$ cat src/rtl/if_stage.sv
// Instruction fetch stage: a three-state fetch FSM issuing one request at a
// time to instruction memory, a one-entry instruction buffer facing decode,
// and redirect handling that discards responses belonging to stale fetches.
module if_stage #(
  parameter logic [63:0] RESET_PC = 64'h0000_0000_8000_0000
) (
  input  logic        clk,
  input  logic        rst,
  input  logic        jmp_en,
  input  logic [63:0] jmp_addr,
  output logic        if_req,
  output logic [63:0] if_addr,
  input  logic        if_ready,
  input  logic        if_rvalid,
  input  logic [31:0] if_rdata,
  output logic        id_valid,
  output logic [31:0] id_inst,
  output logic [63:0] id_inst_addr,
  input  logic        id_ready
);

  typedef enum logic [1:0] {
    IDLE = 2'd0,
    REQ  = 2'd1,
    WAIT = 2'd2
  } state_e;

  state_e      state_q, state_d;
  logic [63:0] pc_q, pc_d;
  logic [63:0] req_addr_q, req_addr_d;
  logic        kill_q, kill_d;
  logic        id_valid_q, id_valid_d;
  logic [31:0] id_inst_q, id_inst_d;
  logic [63:0] id_inst_addr_q, id_inst_addr_d;

  logic        if_req_s;
  logic        hs_s;
  logic        xfer_s;
  logic        load_s;
  logic [63:0] jmp_tgt_s;
  logic        unused_jmp_low_s;

  // The two low target bits are architecturally ignored.
  assign jmp_tgt_s        = {jmp_addr[63:2], 2'b00};
  assign unused_jmp_low_s = ^jmp_addr[1:0];

  // Request only when the buffer is free (or being drained this cycle), so a
  // returning word can never overwrite an unconsumed instruction.
  assign if_req_s = (state_q == REQ) && (!id_valid_q || id_ready);
  assign hs_s     = if_req_s && if_ready;
  assign xfer_s   = id_valid_q && id_ready;

  assign if_req       = if_req_s;
  assign if_addr      = pc_q;
  assign id_valid     = id_valid_q;
  assign id_inst      = id_inst_q;
  assign id_inst_addr = id_inst_addr_q;

  // Next-state, fetch bookkeeping and instruction buffer update.
  always_comb begin
    state_d        = state_q;
    pc_d           = pc_q;
    req_addr_d     = req_addr_q;
    kill_d         = kill_q;
    id_valid_d     = id_valid_q;
    id_inst_d      = id_inst_q;
    id_inst_addr_d = id_inst_addr_q;
    load_s         = 1'b0;

    case (state_q)
      IDLE: begin
        state_d = REQ;
      end
      REQ: begin
        if (hs_s) begin
          req_addr_d = pc_q;
          pc_d       = pc_q + 64'd4;
          state_d    = WAIT;
          // A redirect in the acceptance cycle makes this fetch stale.
          if (jmp_en) begin
            kill_d = 1'b1;
          end else begin
            kill_d = kill_q;
          end
        end else begin
          state_d = REQ;
        end
      end
      WAIT: begin
        if (if_rvalid) begin
          state_d = REQ;
          kill_d  = 1'b0;
          // Keep the word only if no redirect has made it stale.
          if (!kill_q && !jmp_en) begin
            load_s = 1'b1;
          end else begin
            load_s = 1'b0;
          end
        end else if (jmp_en) begin
          kill_d = 1'b1;
        end else begin
          kill_d = kill_q;
        end
      end
      default: begin
        state_d = IDLE;
      end
    endcase

    // A new load takes priority over clearing on transfer.
    if (load_s) begin
      id_valid_d     = 1'b1;
      id_inst_d      = if_rdata;
      id_inst_addr_d = req_addr_q;
    end else if (xfer_s) begin
      id_valid_d = 1'b0;
    end else begin
      id_valid_d = id_valid_q;
    end

    // Redirect overrides sequential pc advance and flushes the buffer.
    if (jmp_en) begin
      pc_d       = jmp_tgt_s;
      id_valid_d = 1'b0;
    end else begin
      pc_d = pc_d;
    end
  end

  // State and datapath registers with asynchronous reset.
  always_ff @(posedge clk or posedge rst) begin
    if (rst) begin
      state_q        <= IDLE;
      pc_q           <= RESET_PC;
      req_addr_q     <= 64'd0;
      kill_q         <= 1'b0;
      id_valid_q     <= 1'b0;
      id_inst_q      <= 32'd0;
      id_inst_addr_q <= 64'd0;
    end else begin
      state_q        <= state_d;
      pc_q           <= pc_d;
      req_addr_q     <= req_addr_d;
      kill_q         <= kill_d;
      id_valid_q     <= id_valid_d;
      id_inst_q      <= id_inst_d;
      id_inst_addr_q <= id_inst_addr_d;
    end
  end

endmodule

$ cat config.mk
export PLATFORM = sky130hd
export DESIGN_NAME = if_stage
export DESIGN_NICKNAME = d
export VERILOG_FILES = /design/src/rtl/if_stage.sv
export SDC_FILE = /design/constraint.sdc
export NUM_CORES = 1
export LEC_CHECK = 0
export ABC_AREA = 1
export CAP_MARGIN = 40
export CELL_PAD_IN_SITES_DETAIL_PLACEMENT = 0
export CELL_PAD_IN_SITES_GLOBAL_PLACEMENT = 1
export CORE_UTILIZATION = 33
export DETAILED_ROUTE_END_ITERATION = 7
export PLACE_DENSITY_LB_ADDON = 0.25
export SETUP_SLACK_MARGIN = 0.3
export SLEW_MARGIN = 30
export SYNTH_ARGS = -nofsm -noshare
export SYNTH_HDL_FRONTEND = slang
export SYNTH_SLANG_ARGS = --single-unit
$ cat constraint.sdc
create_clock -name clk -period 11.28 [get_ports clk]
set_clock_uncertainty 0.05 [all_clocks]
set_input_delay 2.82 -clock clk [delete_from_list [all_inputs] [get_ports clk]]
set_output_delay 2.82 -clock clk [all_outputs]
set_load 0.02 [all_outputs]
==> results of run 1 <==
cells by family after synthesis:
group	after synthesis	share of synthesized area, %
AOI/OAI and AO/OA	163	8.20
xor gates and xnor gates	16	1.29
adders and majority gates	1	0.116
buffers and inverters	181	6.91
DFF	222	51.3
muxes	92	10.4
other	1	0.0346
and+or+nand+nor	576	21.7
final cells by class:
type	count	share of cell area (%)
clock inverters	9	0.882
inverters	135	3.48
flip-flops and latches	222	37.6
well taps	435	3.69
multi-input cells	852	30.8
clock buffers	37	5.24
repair buffers	267	18.2
how the worst max path moves through the flow:
stage                   from                endpoint  slack [ns]  depth (start not counted)
floorplan                rst  id_inst[0]$_DFFE_PP0P_        2.33                          1
global placement    id_ready                  if_req        4.31                          4
detailed placement  id_ready                  if_req        4.31                          4
CTS                 id_ready                  if_req        4.30                          4
global route        id_ready                  if_req        4.26                          4
finish              id_ready                  if_req        4.31                          4
flip-flops by register name (all words and copies together), names as in the netlist:
register and cells:
id_valid 1, kill_q 1, id_inst 32, state_q 2, id_inst_addr 62, req_addr_q 62
if_addr 62
synth_stat cells (4+ instances only):
| cell | n |
|---|---|
| sky130_fd_sc_hd__a21oi_1 | 5 |
| sky130_fd_sc_hd__o21bai_1 | 11 |
| sky130_fd_sc_hd__nor2_1 | 121 |
| sky130_fd_sc_hd__buf_6 | 4 |
| sky130_fd_sc_hd__nand2_1 | 359 |
| sky130_fd_sc_hd__o21ai_0 | 124 |
| sky130_fd_sc_hd__dfrtp_1 | 221 |
| sky130_fd_sc_hd__nor2_2 | 5 |
| sky130_fd_sc_hd__mux2_2 | 67 |
| sky130_fd_sc_hd__buf_4 | 4 |
| sky130_fd_sc_hd__xor2_1 | 15 |
| sky130_fd_sc_hd__inv_1 | 131 |
| sky130_fd_sc_hd__a31o_2 | 5 |
| sky130_fd_sc_hd__nand2_2 | 7 |
| sky130_fd_sc_hd__nand3_1 | 68 |
| sky130_fd_sc_hd__mux2_4 | 25 |
| sky130_fd_sc_hd__buf_2 | 19 |
| sky130_fd_sc_hd__clkbuf_1 | 18 |
| sky130_fd_sc_hd__nand4_1 | 7 |
| sky130_fd_sc_hd__o21ai_1 | 10 |
metal layers:
layer,vias up,part of all wire [%],GRT usage [%]
met3,47,6.1,3.97
li1,4500,-,-
met1,4320,48,29.5
met4,2,1.5,3.97
met2,263,44,32.2
met5,-,0.032,0
power by group:
part | switching (mW) | internal, mW
Sequential | 0.193 | 1.07
Combinational | 0.603 | 0.537
Clock | 0.338 | 0.543
through the flow:
| stage | power [mW] | instances | area (sq um) |
|---|---|---|---|
| after global routing | 3.48 | 1957 | 14800 |
| final | 3.28 | 1957 | 14800 |
| after CTS | 3.32 | 1957 | 14800 |
| after global placement | 2.40 | 1908 | 13800 |
| after detailed placement | 2.42 | 1911 | 13900 |
| after floorplan | 1.87 | 1255 | 10800 |
tightest hold or removal path: cells and delay by family (launching register included):
kind	cells	cell delay [ns]
AO/OA/AOI/OAI	1	0.06
flip-flops	1	0.34
AND/OR/NAND/NOR	1	0.05
==> flow_summary.ini, run 1 <==
[drt]
drt_first_pass_iters = 5
drc_errors = 0
vias = 9132
postRouteAntennaNets = 0
drt_wl_total_um = 34400
post_drt_via_cell_ratio = 4.67
drtIter0Drc = 487
route.detailed.wl_per_inst_um = 17.6

[clock_network]
clock_tree.root_cell = sky130_fd_sc_hd__clkbuf_16
cts.hold.buffers_added = 0
cts_h_tree_lvls = 1
worst_setup_hold_path_clk_slew_ns = 0.06
post_cts.repair.setup_buffers = 0
tritoncts = yes
tritoncts.num_buffers = 26
cts-resized-gates = 0
clkLatencyLatePin_ns = 0.53
clock_tree.buffer_depth = 3
tritoncts_num_sinks = 222

[layout]
commonest_cells_after_routing_fill_and_taps_aside = sky130_fd_sc_hd__nand2_1 (359), sky130_fd_sc_hd__clkdlybuf4s50_1 (256), sky130_fd_sc_hd__dfrtp_1 (221)
postLayoutCoreUtil_pct = 46.2
mostFrequentLayoutCell = sky130_fd_sc_hd__nand2_1
drive_gt1_share_pct = 11.5
syn2layout_area_growth_pct = 36.3
multi_input_area_sq_um = 4550
regArea_sq_um = 5560
design.final.nets = 1607
diodes = 0
n_fill_cell = 3170

[critical_path]
r2r_start = state_q[1]$_DFFE_PP0P_
timing.critical_path.buf_inv = 2
reg2reg_slack_ns = 8.64
crit_path_max_incr_delay_ns = 0.63
cp_slowest_cell = sky130_fd_sc_hd__clkdlybuf4s50_1
worst-endpoint-required_ns = 8.41
crit_arrival_ns = 4.10
cpMostUsedCell = sky130_fd_sc_hd__clkdlybuf4s50_1
path_max_fanout = 2
timing.critical_path.from_type = input port
crit_type = input port to output port
critPathCaptureType = output port
reg2reg_depth = 7
worst_r2r_end = if_addr[11]$_DFFE_PP0P_
path_delay_family = buffers and inverters
path_cells = clkdlybuf4s50_1 > nor2_1 > nor3_2 > clkdlybuf4s50_1

[min_path]
hold_path_end = req_addr_q[56]$_DFFE_PP0P_
hold-path-cell-count = 2
hold_path_class = register to register
hold_path_startpoint = req_addr_q[56]$_DFFE_PP0P_

[grt]
overflow = 0
grt_use_total_pct = 20.5
number_of_global_route_vias_before_repair = 8911
grt_start_max_net_pins = 82
initial_antenna_violation_count = 1
grt_pass1_wl_um = 53100

[power_and_ir_drop]
p_leak_nw = 6.82
peak_ir_drop_on_the_vdd_network_mv = 0.0999
power_density_nw_per_um2 = 222

[sta]
final.setup.tns_ns = 0
timing.slew.headroom_pct = 51.4
layout_setup_ws_ns = 4.31
period_share_pct = 61.8
whs_ns = 0.430
report.final.hold_viol_count = 0
setup_violations = 0
rsz_0062_raised_after_global_routing = false
fmax_mhz = 143
report.final.slew_viol_count = 0
worst_pin_slew_ns = 0.729
finalCriticalPeriod_ns = 6.97

[run_status]
status = completed

[synthesis]
asyncSetResetFlopFracSynth_pct = 100
distinct_cell_type_count_after_synthesis = 36
synth.cell_area_sq_um = 10800
yosys_warnings = 0
synth.avg_cell_area_sq_um = 8.65
synth_top_cells_by_area = sky130_fd_sc_hd__dfrtp_1 (51%), sky130_fd_sc_hd__nand2_1 (12%), sky130_fd_sc_hd__mux2_2 (7.0%)
number_of_synthesized_flops_with_an_enable_pin = 0
synth.largest_area_cell = sky130_fd_sc_hd__dfrtp_1
synthCells = 1252
synth_seq_cells = 222
synth-main-ff-cell = sky130_fd_sc_hd__dfrtp_1
post-synth-top-area-fraction_pct = 51.1
yosysSeqAreaShare_pct = 51.3

[place]
buffer_ports.inserted = 257
gp_congestion = 0.900
hpwlAfterDp_um = 25500
place_ws_ns = 4.31

[job]
drv.max_cap_violation_count = 0

[floorplan]
start_util_pct = 33.9
core_ar_sq_um = 32000
x_dimension_of_the_die_um = 183
die_height_um = 183
die_area_sq_um = 33500
rows = 65
i_o_pins = 264
Note: power is estimated with default switching activity, not from simulation.
==> inputs of run 2 (changes only) <==
==> constraint.sdc (replaced) <==
create_clock -name clk -period 5.7 [get_ports clk]
set_clock_uncertainty 0.05 [all_clocks]
set_input_delay 1.425 -clock clk [delete_from_list [all_inputs] [get_ports clk]]
set_output_delay 1.425 -clock clk [all_outputs]
set_load 0.02 [all_outputs]
==> run 2 against run 1 <==
  * Final area about the same
  * Worst hold slack improved by 0.00091 ns
  * Via count decreased by 0.58%
  * Core utilization about the same
  * Setup slack got worse by 2.8 ns
  * Global-route usage increased by 0.20 points
  * Critical path depth unchanged
  * Sequential share of layout area about the same
  * Critical path type unchanged
==> flow_summary.ini, run 2 (synthesis gave the netlist of run 1 again) <==
[run_status]
status = completed

[sta]
final.setup.tns_ns = 0
finalCriticalPeriod_ns = 4.19
report.final.slew_viol_count = 0
worst_pin_slew_ns = 0.708
setup_violations = 0
rsz_0062_raised_after_global_routing = false
timing.slew.headroom_pct = 52.8
report.final.hold_viol_count = 0
fmax_mhz = 239
whs_ns = 0.431
period_share_pct = 73.4

[min_path]
hold_path_startpoint = req_addr_q[60]$_DFFE_PP0P_
hold_path_end = req_addr_q[60]$_DFFE_PP0P_
hold_path_class = register to register
hold-path-cell-count = 2

[drt]
detail_route.wirelength.met1_um = 16400
drt_first_pass_iters = 5
postRouteAntennaNets = 0
drtIter0Drc = 546
top_signal_layer_used = met4
vias = 9079
drt_wl_total_um = 34300
routed-wl-met2_um = 15100
drc_errors = 0
post_drt_via_cell_ratio = 4.63
route.detailed.wl_per_inst_um = 17.5
route.met3.wl_um = 2420

[critical_path]
reg2reg_slack_ns = 3.01
crit_arrival_ns = 2.71
reg2reg_depth = 7
critPathCaptureType = output port
r2r_start = state_q[1]$_DFFE_PP0P_
crit_type = input port to output port
path_max_fanout = 2
timing.critical_path.from_type = input port
worst_r2r_end = if_addr[12]$_DFFE_PP0P_
worst-endpoint-required_ns = 4.22

[floorplan]
rows = 65
die_area_sq_um = 33500
x_dimension_of_the_die_um = 183
start_util_pct = 33.9
die_height_um = 183
core_ar_sq_um = 32000
i_o_pins = 264

[clock_network]
clkLatencyLatePin_ns = 0.54
cts-resized-gates = 0
clock_tree.buffer_depth = 3
clock_tree.root_cell = sky130_fd_sc_hd__clkbuf_16
cts.hold.buffers_added = 0
cts_h_tree_lvls = 1
tritoncts.num_buffers = 26
worst_setup_hold_path_clk_slew_ns = 0.06
tritoncts_num_sinks = 222
post_cts.repair.setup_buffers = 0
tritoncts = yes

[layout]
postLayoutCoreUtil_pct = 46.2
regArea_sq_um = 5560
diodes = 0
syn2layout_area_growth_pct = 36.2
mostFrequentLayoutCell = sky130_fd_sc_hd__nand2_1
finish.cell_count_without_fillers = 1960
drive_gt1_share_pct = 11.7
multi_input_area_sq_um = 4550
design.final.nets = 1608
commonest_cells_after_routing_fill_and_taps_aside = sky130_fd_sc_hd__nand2_1 (359), sky130_fd_sc_hd__clkdlybuf4s50_1 (256), sky130_fd_sc_hd__dfrtp_1 (221)
n_fill_cell = 3217

[power_and_ir_drop]
power_density_nw_per_um2 = 438
p_leak_nw = 6.82
peak_ir_drop_on_the_vdd_network_mv = 0.196

[grt]
overflow = 0
grt_pass1_wl_um = 53600
grt_use_total_pct = 20.7
number_of_global_route_vias_before_repair = 8928
initial_antenna_violation_count = 1
grt_start_max_net_pins = 75

[place]
buffer_ports.inserted = 257
place_inst = 1912
gp_congestion = 0.890
hpwlAfterDp_um = 25700

[job]
drv.max_cap_violation_count = 0
==> run 2: changes by cell type in the layout (fill, tap and decap cells not counted), sizes merged <==
cell,change
clkinv,+3
buf,+1
bufinv,-1
clkinvlp,+1
inv,-1
==> run 2: final cells by class <==
type / instances / area share, %
clock buffers: 37 / 5.31
clock inverters: 11 / 0.729
inverters: 135 / 3.46
multi-input cells: 852 / 30.9
flip-flops and latches: 222 / 37.7
well taps: 435 / 3.69
repair buffers: 268 / 18.3
==> run 2: per-stage QoR <==
| step | power, mW | setup WS (ns) | area, sq um |
|---|---|---|---|
| finish | 6.46 | 1.51 | 14800 |
| global route | 6.86 | 1.47 | 14800 |
| CTS | 6.54 | 1.50 | 14800 |
| detailed placement | 4.78 | 1.41 | 13900 |
| global placement | 4.75 | 1.44 | 13800 |
| floorplan | 3.70 | 1.33 | 10800 |
==> run 2: layer usage <==
metal | track usage, % | up-vias
met5 | 0 | -
met1 | 29.6 | 4267
met2 | 32.1 | 269
met3 | 4.73 | 32
met4 | 4.00 | 0
li1 | - | 4511
==> run 2: worst max path at each step <==
| stage | cells past startpoint | startpoint | to |
|---|---|---|---|
| 5_1_grt | 4 | id_ready | if_req |
| 3_5_place_dp | 6 | jmp_en | id_inst[7]$_DFFE_PP0P_ |
| 6_report | 4 | id_ready | if_req |
| 4_1_cts | 4 | id_ready | if_req |
| 3_3_place_gp | 6 | jmp_en | id_inst[13]$_DFFE_PP0P_ |
| 2_1_floorplan | 1 | rst | id_inst[0]$_DFFE_PP0P_ |
==> run 2: worst max-delay path, stage by stage <==
cell                              delay, ns
sky130_fd_sc_hd__clkdlybuf4s50_1       0.46
sky130_fd_sc_hd__nor2_1                0.06
sky130_fd_sc_hd__nor3_2                0.14
sky130_fd_sc_hd__clkdlybuf4s50_1       0.63
==> run 2: where the power goes <==
group	switching, mW	internal (mW)
Sequential	0.385	2.11
Combinational	1.18	1.06
Clock	0.677	1.04
Total	2.25	4.21
